## config.mk

```make
export PLATFORM = sky130hd
export DESIGN_NAME = fp_mult_pipe_param
export DESIGN_NICKNAME = d
export VERILOG_FILES = /design/src/rtl/fp_mult_pipe_param.sv
export SDC_FILE = /design/constraint.sdc
export NUM_CORES = 2
export LEC_CHECK = 0
export ABC_AREA = 1
export BUFFER_PORTS_ARGS = -buffer_cell sky130_fd_sc_hd__buf_4
export CORE_UTILIZATION = 50
export CTS_BUF_LIST = sky130_fd_sc_hd__clkbuf_16
export DETAILED_ROUTE_END_ITERATION = 8
export GPL_ROUTABILITY_DRIVEN = 0
export PLACE_DENSITY = 0.64
export SETUP_SLACK_MARGIN = 0.2
export SLEW_MARGIN = 20
export SYNTH_ARGS = -nofsm -noshare
export SYNTH_HDL_FRONTEND = slang
export SYNTH_SLANG_ARGS = --single-unit
```

## constraint.sdc

```tcl
create_clock -name clk -period 7.5 [get_ports clk]
set_input_delay 0.375 -clock clk [delete_from_list [all_inputs] [get_ports clk]]
set_output_delay 0.375 -clock clk [all_outputs]
set_load 0.005 [all_outputs]
```

## src/rtl/fp_mult_pipe_param.sv

```systemverilog
// rtl/fp_mult_pipe_param.sv - three-stage parameterised floating-point multiplier
//
// Purpose: multiplies two IEEE-style operands. The pipeline has three stages:
//   S1 unpacks and classifies the operands, and forms the sign and the exponent sum.
//   S2 forms the significand product.
//   S3 normalises, rounds and packs the result, and sets the status flags.
// Subnormal operands are flushed to zero. Any operand with an all-ones exponent
// produces the exception encoding. A sideband tag travels with each operation.
//
// Build option: define FP_MULT_RNE_EN to make S3 round to nearest, ties to even.
// Without it, S3 truncates the discarded product bits.
//
// Ports:
//   clk, rst               clock and synchronous active-high reset
//   in_valid/in_ready      input handshake for a_operand, b_operand, in_tag
//   out_valid/out_ready    output handshake for result, out_tag and the flags
//   exception              an operand was Inf or NaN
//   overflow               the result saturated to signed infinity
//   underflow              the result flushed to signed zero
module fp_mult_pipe_param #(
  parameter int EXP_W = 8,
  parameter int MAN_W = 23,
  parameter int TAG_W = 4
) (
  input  logic                 clk,
  input  logic                 rst,
  input  logic                 in_valid,
  output logic                 in_ready,
  input  logic [EXP_W+MAN_W:0] a_operand,
  input  logic [EXP_W+MAN_W:0] b_operand,
  input  logic [TAG_W-1:0]     in_tag,
  output logic                 out_valid,
  input  logic                 out_ready,
  output logic [EXP_W+MAN_W:0] result,
  output logic [TAG_W-1:0]     out_tag,
  output logic                 exception,
  output logic                 overflow,
  output logic                 underflow
);
  localparam int SW = MAN_W + 1;
  localparam int PW = 2 * SW;
  localparam int XW = EXP_W + 2;
  localparam logic signed [XW-1:0] BIAS = XW'((1 << (EXP_W - 1)) - 1);
  localparam logic signed [XW-1:0] EMAX = XW'((1 << EXP_W) - 1);

  // Handshake. A stage advances whenever the stage below it can take its
  // contents, so bubbles collapse even while the output is stalled.
  logic stall, en1, en2, en3;
  logic s1_v_q, s2_v_q, out_valid_q;

  assign stall    = out_valid_q & ~out_ready;
  assign in_ready = ~stall & ~rst;
  assign en3      = ~stall;
  assign en2      = ~s2_v_q | en3;
  assign en1      = ~s1_v_q | en2;

  // S1: unpack, classify, sign, exponent sum
  logic [EXP_W-1:0] ea, eb;
  logic             s1_sign_d, s1_exc_d, s1_zero_d;
  logic signed [XW-1:0] s1_exp_d;
  logic [SW-1:0]    s1_ma_d, s1_mb_d;

  assign ea        = a_operand[EXP_W+MAN_W-1 -: EXP_W];
  assign eb        = b_operand[EXP_W+MAN_W-1 -: EXP_W];
  assign s1_sign_d = a_operand[EXP_W+MAN_W] ^ b_operand[EXP_W+MAN_W];
  assign s1_exc_d  = (&ea) | (&eb);
  assign s1_zero_d = (~|ea) | (~|eb);
  assign s1_exp_d  = $signed({2'b00, ea}) + $signed({2'b00, eb}) - BIAS;
  assign s1_ma_d   = {1'b1, a_operand[MAN_W-1:0]};
  assign s1_mb_d   = {1'b1, b_operand[MAN_W-1:0]};

  logic                 s1_sign_q, s1_exc_q, s1_zero_q;
  logic signed [XW-1:0] s1_exp_q;
  logic [SW-1:0]        s1_ma_q, s1_mb_q;
  logic [TAG_W-1:0]     s1_tag_q;

  // S2: significand product
  logic [PW-1:0] s2_prod_d;
  assign s2_prod_d = {{SW{1'b0}}, s1_ma_q} * {{SW{1'b0}}, s1_mb_q};

  logic                 s2_sign_q, s2_exc_q, s2_zero_q;
  logic signed [XW-1:0] s2_exp_q;
  logic [PW-1:0]        s2_prod_q;
  logic [TAG_W-1:0]     s2_tag_q;

  // S3: normalise, round, pack, flags
  logic                 top;
  logic [PW-1:0]        norm;
  logic [MAN_W-1:0]     mant_t, mant_r;
  logic signed [XW-1:0] exp_n, exp_r;
  logic [EXP_W+MAN_W:0] res_d;
  logic                 exc_d, ovf_d, unf_d;
  logic                 unused_norm;
`ifdef FP_MULT_RNE_EN
  logic                 guard, sticky, rnd;
  logic [MAN_W:0]       mant_sum;
`endif

  always_comb begin
    // A product >= 2.0 has its leading one in the top bit. Otherwise shift
    // left so that the hidden bit always sits at PW-1.
    top    = s2_prod_q[PW-1];
    norm   = top ? s2_prod_q : (s2_prod_q << 1);
    mant_t = norm[PW-2 -: MAN_W];
    exp_n  = s2_exp_q + XW'(top);
`ifdef FP_MULT_RNE_EN
    guard       = norm[MAN_W];
    sticky      = |norm[MAN_W-1:0];
    rnd         = guard & (sticky | mant_t[0]);
    mant_sum    = {1'b0, mant_t} + {{MAN_W{1'b0}}, rnd};
    // A carry out means 1.11..1 rounded up to 10.00..0. The mantissa field
    // wraps to zero and the exponent takes the carry.
    mant_r      = mant_sum[MAN_W-1:0];
    exp_r       = exp_n + XW'(mant_sum[MAN_W]);
    unused_norm = norm[PW-1];
`else
    mant_r      = mant_t;
    exp_r       = exp_n;
    unused_norm = ^{norm[PW-1], norm[MAN_W:0]};
`endif
    exc_d = 1'b0;
    ovf_d = 1'b0;
    unf_d = 1'b0;
    res_d = {s2_sign_q, exp_r[EXP_W-1:0], mant_r};
    if (s2_exc_q) begin
      exc_d = 1'b1;
      res_d = {s2_sign_q, {EXP_W{1'b1}}, 1'b1, {(MAN_W-1){1'b0}}};
    end else if (s2_zero_q) begin
      res_d = {s2_sign_q, {(EXP_W+MAN_W){1'b0}}};
    end else if (exp_r >= EMAX) begin
      ovf_d = 1'b1;
      res_d = {s2_sign_q, {EXP_W{1'b1}}, {MAN_W{1'b0}}};
    end else if (exp_r[XW-1] || exp_r == '0) begin
      unf_d = 1'b1;
      res_d = {s2_sign_q, {(EXP_W+MAN_W){1'b0}}};
    end
  end

  logic [EXP_W+MAN_W:0] result_q;
  logic [TAG_W-1:0]     out_tag_q;
  logic                 exc_q, ovf_q, unf_q;

  // Control and output registers, cleared by reset.
  always_ff @(posedge clk) begin
    if (rst) begin
      s1_v_q      <= 1'b0;
      s2_v_q      <= 1'b0;
      out_valid_q <= 1'b0;
      result_q    <= '0;
      out_tag_q   <= '0;
      exc_q       <= 1'b0;
      ovf_q       <= 1'b0;
      unf_q       <= 1'b0;
    end else begin
      if (en1) s1_v_q <= in_valid & in_ready;
      if (en2) s2_v_q <= s1_v_q;
      if (en3) out_valid_q <= s2_v_q;
      if (en3 && s2_v_q) begin
        result_q  <= res_d;
        out_tag_q <= s2_tag_q;
        exc_q     <= exc_d;
        ovf_q     <= ovf_d;
        unf_q     <= unf_d;
      end
    end
  end

  // Datapath registers. They are only loaded alongside a valid bit, so no reset is needed.
  always_ff @(posedge clk) begin
    if (en1 && in_valid && in_ready) begin
      s1_sign_q <= s1_sign_d;
      s1_exc_q  <= s1_exc_d;
      s1_zero_q <= s1_zero_d;
      s1_exp_q  <= s1_exp_d;
      s1_ma_q   <= s1_ma_d;
      s1_mb_q   <= s1_mb_d;
      s1_tag_q  <= in_tag;
    end
    if (en2 && s1_v_q) begin
      s2_sign_q <= s1_sign_q;
      s2_exc_q  <= s1_exc_q;
      s2_zero_q <= s1_zero_q;
      s2_exp_q  <= s1_exp_q;
      s2_prod_q <= s2_prod_d;
      s2_tag_q  <= s1_tag_q;
    end
  end

  assign out_valid = out_valid_q;
  assign result    = result_q;
  assign out_tag   = out_tag_q;
  assign exception = exc_q;
  assign overflow  = ovf_q;
  assign underflow = unf_q;
endmodule

```

==> results.ini <==
[critical_path]
worstSetupPathDepth=22
worst_path_dominant_cell_family=adder cells
critical_path_buf_inv_count=5
critical_path_arrival_ns=7.25
crit_type=flop to flop
worstSetupStartpoint=s1_ma_q[13]$_DFFE_PP_
worst_r2r_path_depth=22
critical_path.most_common_cell=sky130_fd_sc_hd__fa_1
crit_required_ns=7.73
worstSetupStartpointType=flop
worstPathCellList=buf_4 > nand2_1 > inv_1 > fa_1 > inv_1 > fa_1 > inv_1 > fa_1 > fa_1 > fa_1 > fa_1 > fa_1 > ha_1 > nand2_1 > nor2_1 > inv_1 > nor2_1 > nand3_1 > o21ai_0 > nand2_1 > nand3_1 > nand2_1
end_kind=flop
cp-endpoint=s2_prod_q[42]$_DFFE_PP_
crit_path_top_delay_cell=sky130_fd_sc_hd__edfxtp_1
r2r_end=s2_prod_q[42]$_DFFE_PP_
slowest_delay_ns=0.71
r2r_start=s1_ma_q[13]$_DFFE_PP_
rrSetupSlack_ns=0.47
cp_max_fo=13

[run_status]
run_status=complete, no violations

[global_route]
grt_util_all_layers=0.279
grtUsageMet1=0.362
overflow=0
busiest_layer=met2
met3_usage=0.0548
grt.met2_usage=0.464
grt_pass1_vias=21200
antenna_found_initial=1
grt_pass1_wl_mm=112
grt_start_max_net_pins=53

[cells_and_area]
antennaDiodeCount=0
final-seq-area_sq_mm=0.00399
final_net_count=3987
drive_gt1_frac=0.0862
multi_input_comb_area_sq_mm=0.0174
final_design_area_no_fill_sq_mm=0.0280
fin_cells=3932
filler_cell_count=4721
area_delta_synth_final_pct=9.96

[logic_synthesis]
syn_area_sq_mm=0.0255
yosysWarningCount=0
yosys.cell_count.top_type=sky130_fd_sc_hd__inv_1
yosys_register_bits=147
portion_of_the_post_synthesis_area_used_by_sequential_elements=0.157
ys_async_sr_fraction=0
synth_top_area_cell=sky130_fd_sc_hd__fa_1
synth_flop_cell=sky130_fd_sc_hd__edfxtp_1
post-synth-top-area-fraction=0.379
post_synth.cell_area_avg_sq_um=8.11
syn_inst=3144
synth_enable_flop_cells=105
synthTopCellsByArea=sky130_fd_sc_hd__fa_1 (38%), sky130_fd_sc_hd__inv_1 (14%), sky130_fd_sc_hd__edfxtp_1 (12%), sky130_fd_sc_hd__nand2_1 (12%), sky130_fd_sc_hd__ha_1 (9.1%)
synth_cell_types=41
mappedNetlistNets=3884
most_frequent_cells_after_synthesis=sky130_fd_sc_hd__inv_1 (971), sky130_fd_sc_hd__nand2_1 (810), sky130_fd_sc_hd__fa_1 (482), sky130_fd_sc_hd__ha_1 (186), sky130_fd_sc_hd__nor2_1 (110)

[timing]
hold_viol=0
final_max_slew_viol_count=0
totalNegativeSetupSlack_ns=0
timing.final.crit_period_ns=7.03
timing.final.crit_share=0.937
worst_slew_pin_slew_ns=1.07
timing.max_slew.rel_slack=0.288
max_freq_mhz=142
rsz0062_at_grt=true
final-setup-viol-count=0
clock-skew-final_ns=0.0230

[routing]
drt_drc_violations_left=0
detailedRoute.firstIterationViolations=1441
wl_per_cell_um=17.5
avgViaCountPerCell=5.03
firstDrtPassIters=7
detailroute.via_count=19800
postRouteAntennaNets=0
route.final.wire_length_mm=68.8

[die]
design.die.area_sq_mm=0.0519
core_region_area_sq_mm=0.0503
num_rows=82
die_w_um=228
die-height_um=228
top_level_ports=113
initial_utilization=0.507

[cts]
clock-sinks=147
htreeDepth=4
worst_path_clk_slew_ns=0.08
cts.hold.buffers_added=0
clk_latency_worst_skew_pair_ns=0.49
post-cts-setup-buffer-count=0
cts_repair_resize_count=0
ctsRootBufferMaster=sky130_fd_sc_hd__clkbuf_16
cts_made_buffers=17
tritoncts=yes
clk_path_buf_depth=2

[placed_design]
place_inst=3875
io_buffers=112
dp_hpwl_mm=55.2
dpl-instance-area_sq_mm=0.0272

[worst_hold_path]
holdCritPathClass=primary input to flop

[run]
max_cap_violations=0

## per-stage QoR
stage / util / hold slack [ns] / setup slack [ns]
floorplan: - / 0.400 / 1.46
global placement: 0.540 / 0.401 / 0.528
detailed placement: 0.540 / 0.405 / 0.409
CTS: 0.552 / 0.0250 / 0.393
global route: 0.557 / 0.0328 / 0.184
finish: 0.557 / 0.0627 / 0.473
## final cells by class
type | count | share of cell area
clock buffers | 17 | 0.0152
clock inverters | 15 | 0.00585
inverters | 976 | 0.131
multi-input cells | 1913 | 0.621
flip-flops and latches | 147 | 0.142
well taps | 672 | 0.0300
repair buffers | 192 | 0.0548
## placed cells by master (no fill, tap or decap), types with 3 or more instances in the layout
cell / netlist / layout
sky130_fd_sc_hd__nor3_1: 11 / 11
sky130_fd_sc_hd__xnor2_1: 5 / 5
sky130_fd_sc_hd__a21oi_2: 20 / 20
sky130_fd_sc_hd__inv_8: 0 / 4
sky130_fd_sc_hd__o21ai_0: 45 / 45
sky130_fd_sc_hd__nor2_1: 110 / 110
sky130_fd_sc_hd__buf_12: 0 / 7
sky130_fd_sc_hd__nand4_1: 13 / 13
sky130_fd_sc_hd__a21oi_1: 92 / 92
sky130_fd_sc_hd__clkbuf_16: 0 / 17
sky130_fd_sc_hd__ha_1: 186 / 186
sky130_fd_sc_hd__nand3_1: 51 / 51
sky130_fd_sc_hd__nor4_1: 7 / 7
sky130_fd_sc_hd__nor2_2: 3 / 3
sky130_fd_sc_hd__o21a_1: 6 / 6
sky130_fd_sc_hd__fa_1: 482 / 482
sky130_fd_sc_hd__inv_6: 0 / 4
sky130_fd_sc_hd__o21bai_1: 9 / 9
sky130_fd_sc_hd__a21o_1: 3 / 3
sky130_fd_sc_hd__buf_4: 0 / 183
sky130_fd_sc_hd__inv_1: 971 / 970
sky130_fd_sc_hd__xor2_1: 14 / 14
sky130_fd_sc_hd__a31oi_1: 4 / 4
sky130_fd_sc_hd__edfxtp_1: 105 / 105
sky130_fd_sc_hd__nand2_2: 22 / 22
sky130_fd_sc_hd__dfxtp_1: 42 / 42
sky130_fd_sc_hd__clkinv_1: 2 / 3
sky130_fd_sc_hd__inv_2: 3 / 4
sky130_fd_sc_hd__nand2_1: 810 / 810
## per-layer routing
| layer | vias up | share of wire |
|---|---|---|
| li1 | 9210 | - |
| met1 | 9664 | 0.41 |
| met2 | 780 | 0.48 |
| met3 | 136 | 0.078 |
| met4 | 2 | 0.031 |
| met5 | - | 0.00013 |
## cells by family after synthesis
family          synth area share
buf+inv                    0.161
simple gates               0.162
fa+ha+maj                  0.470
compound gates            0.0424
flops                      0.157
xor+xnor                 0.00717
mux                     0.000884
## flip-flops by register name, indices dropped and copies added (netlist names), 4 cells and up
register,cells
s1_tag_q,4
result,32
s2_exp_q,10
s2_prod_q,25
out_tag,4
s2_tag_q,4
s1_ma_q,23
s1_mb_q,23
s1_exp_q,10
## worst min-delay path by stage
stage | cells past startpoint | slack, ns | startpoint | end
final | 1 | 0.06 | a_operand[2] | s1_ma_q[2]$_DFFE_PP_
after global routing | 1 | 0.03 | a_operand[2] | s1_ma_q[2]$_DFFE_PP_
after CTS | 1 | 0.02 | a_operand[2] | s1_ma_q[2]$_DFFE_PP_
after detailed placement | 0 | 0.41 | s1_exc_q$_DFFE_PP_ | s2_exc_q$_DFFE_PP_
after global placement | 0 | 0.40 | s1_sign_q$_DFFE_PP_ | s2_sign_q$_DFFE_PP_
after floorplan | 0 | 0.40 | s1_exc_q$_DFFE_PP_ | s2_exc_q$_DFFE_PP_
Power is left out: the tool's default activity adds up to more than one toggle a clock period on the data nets, which glitch-free logic cannot reach.
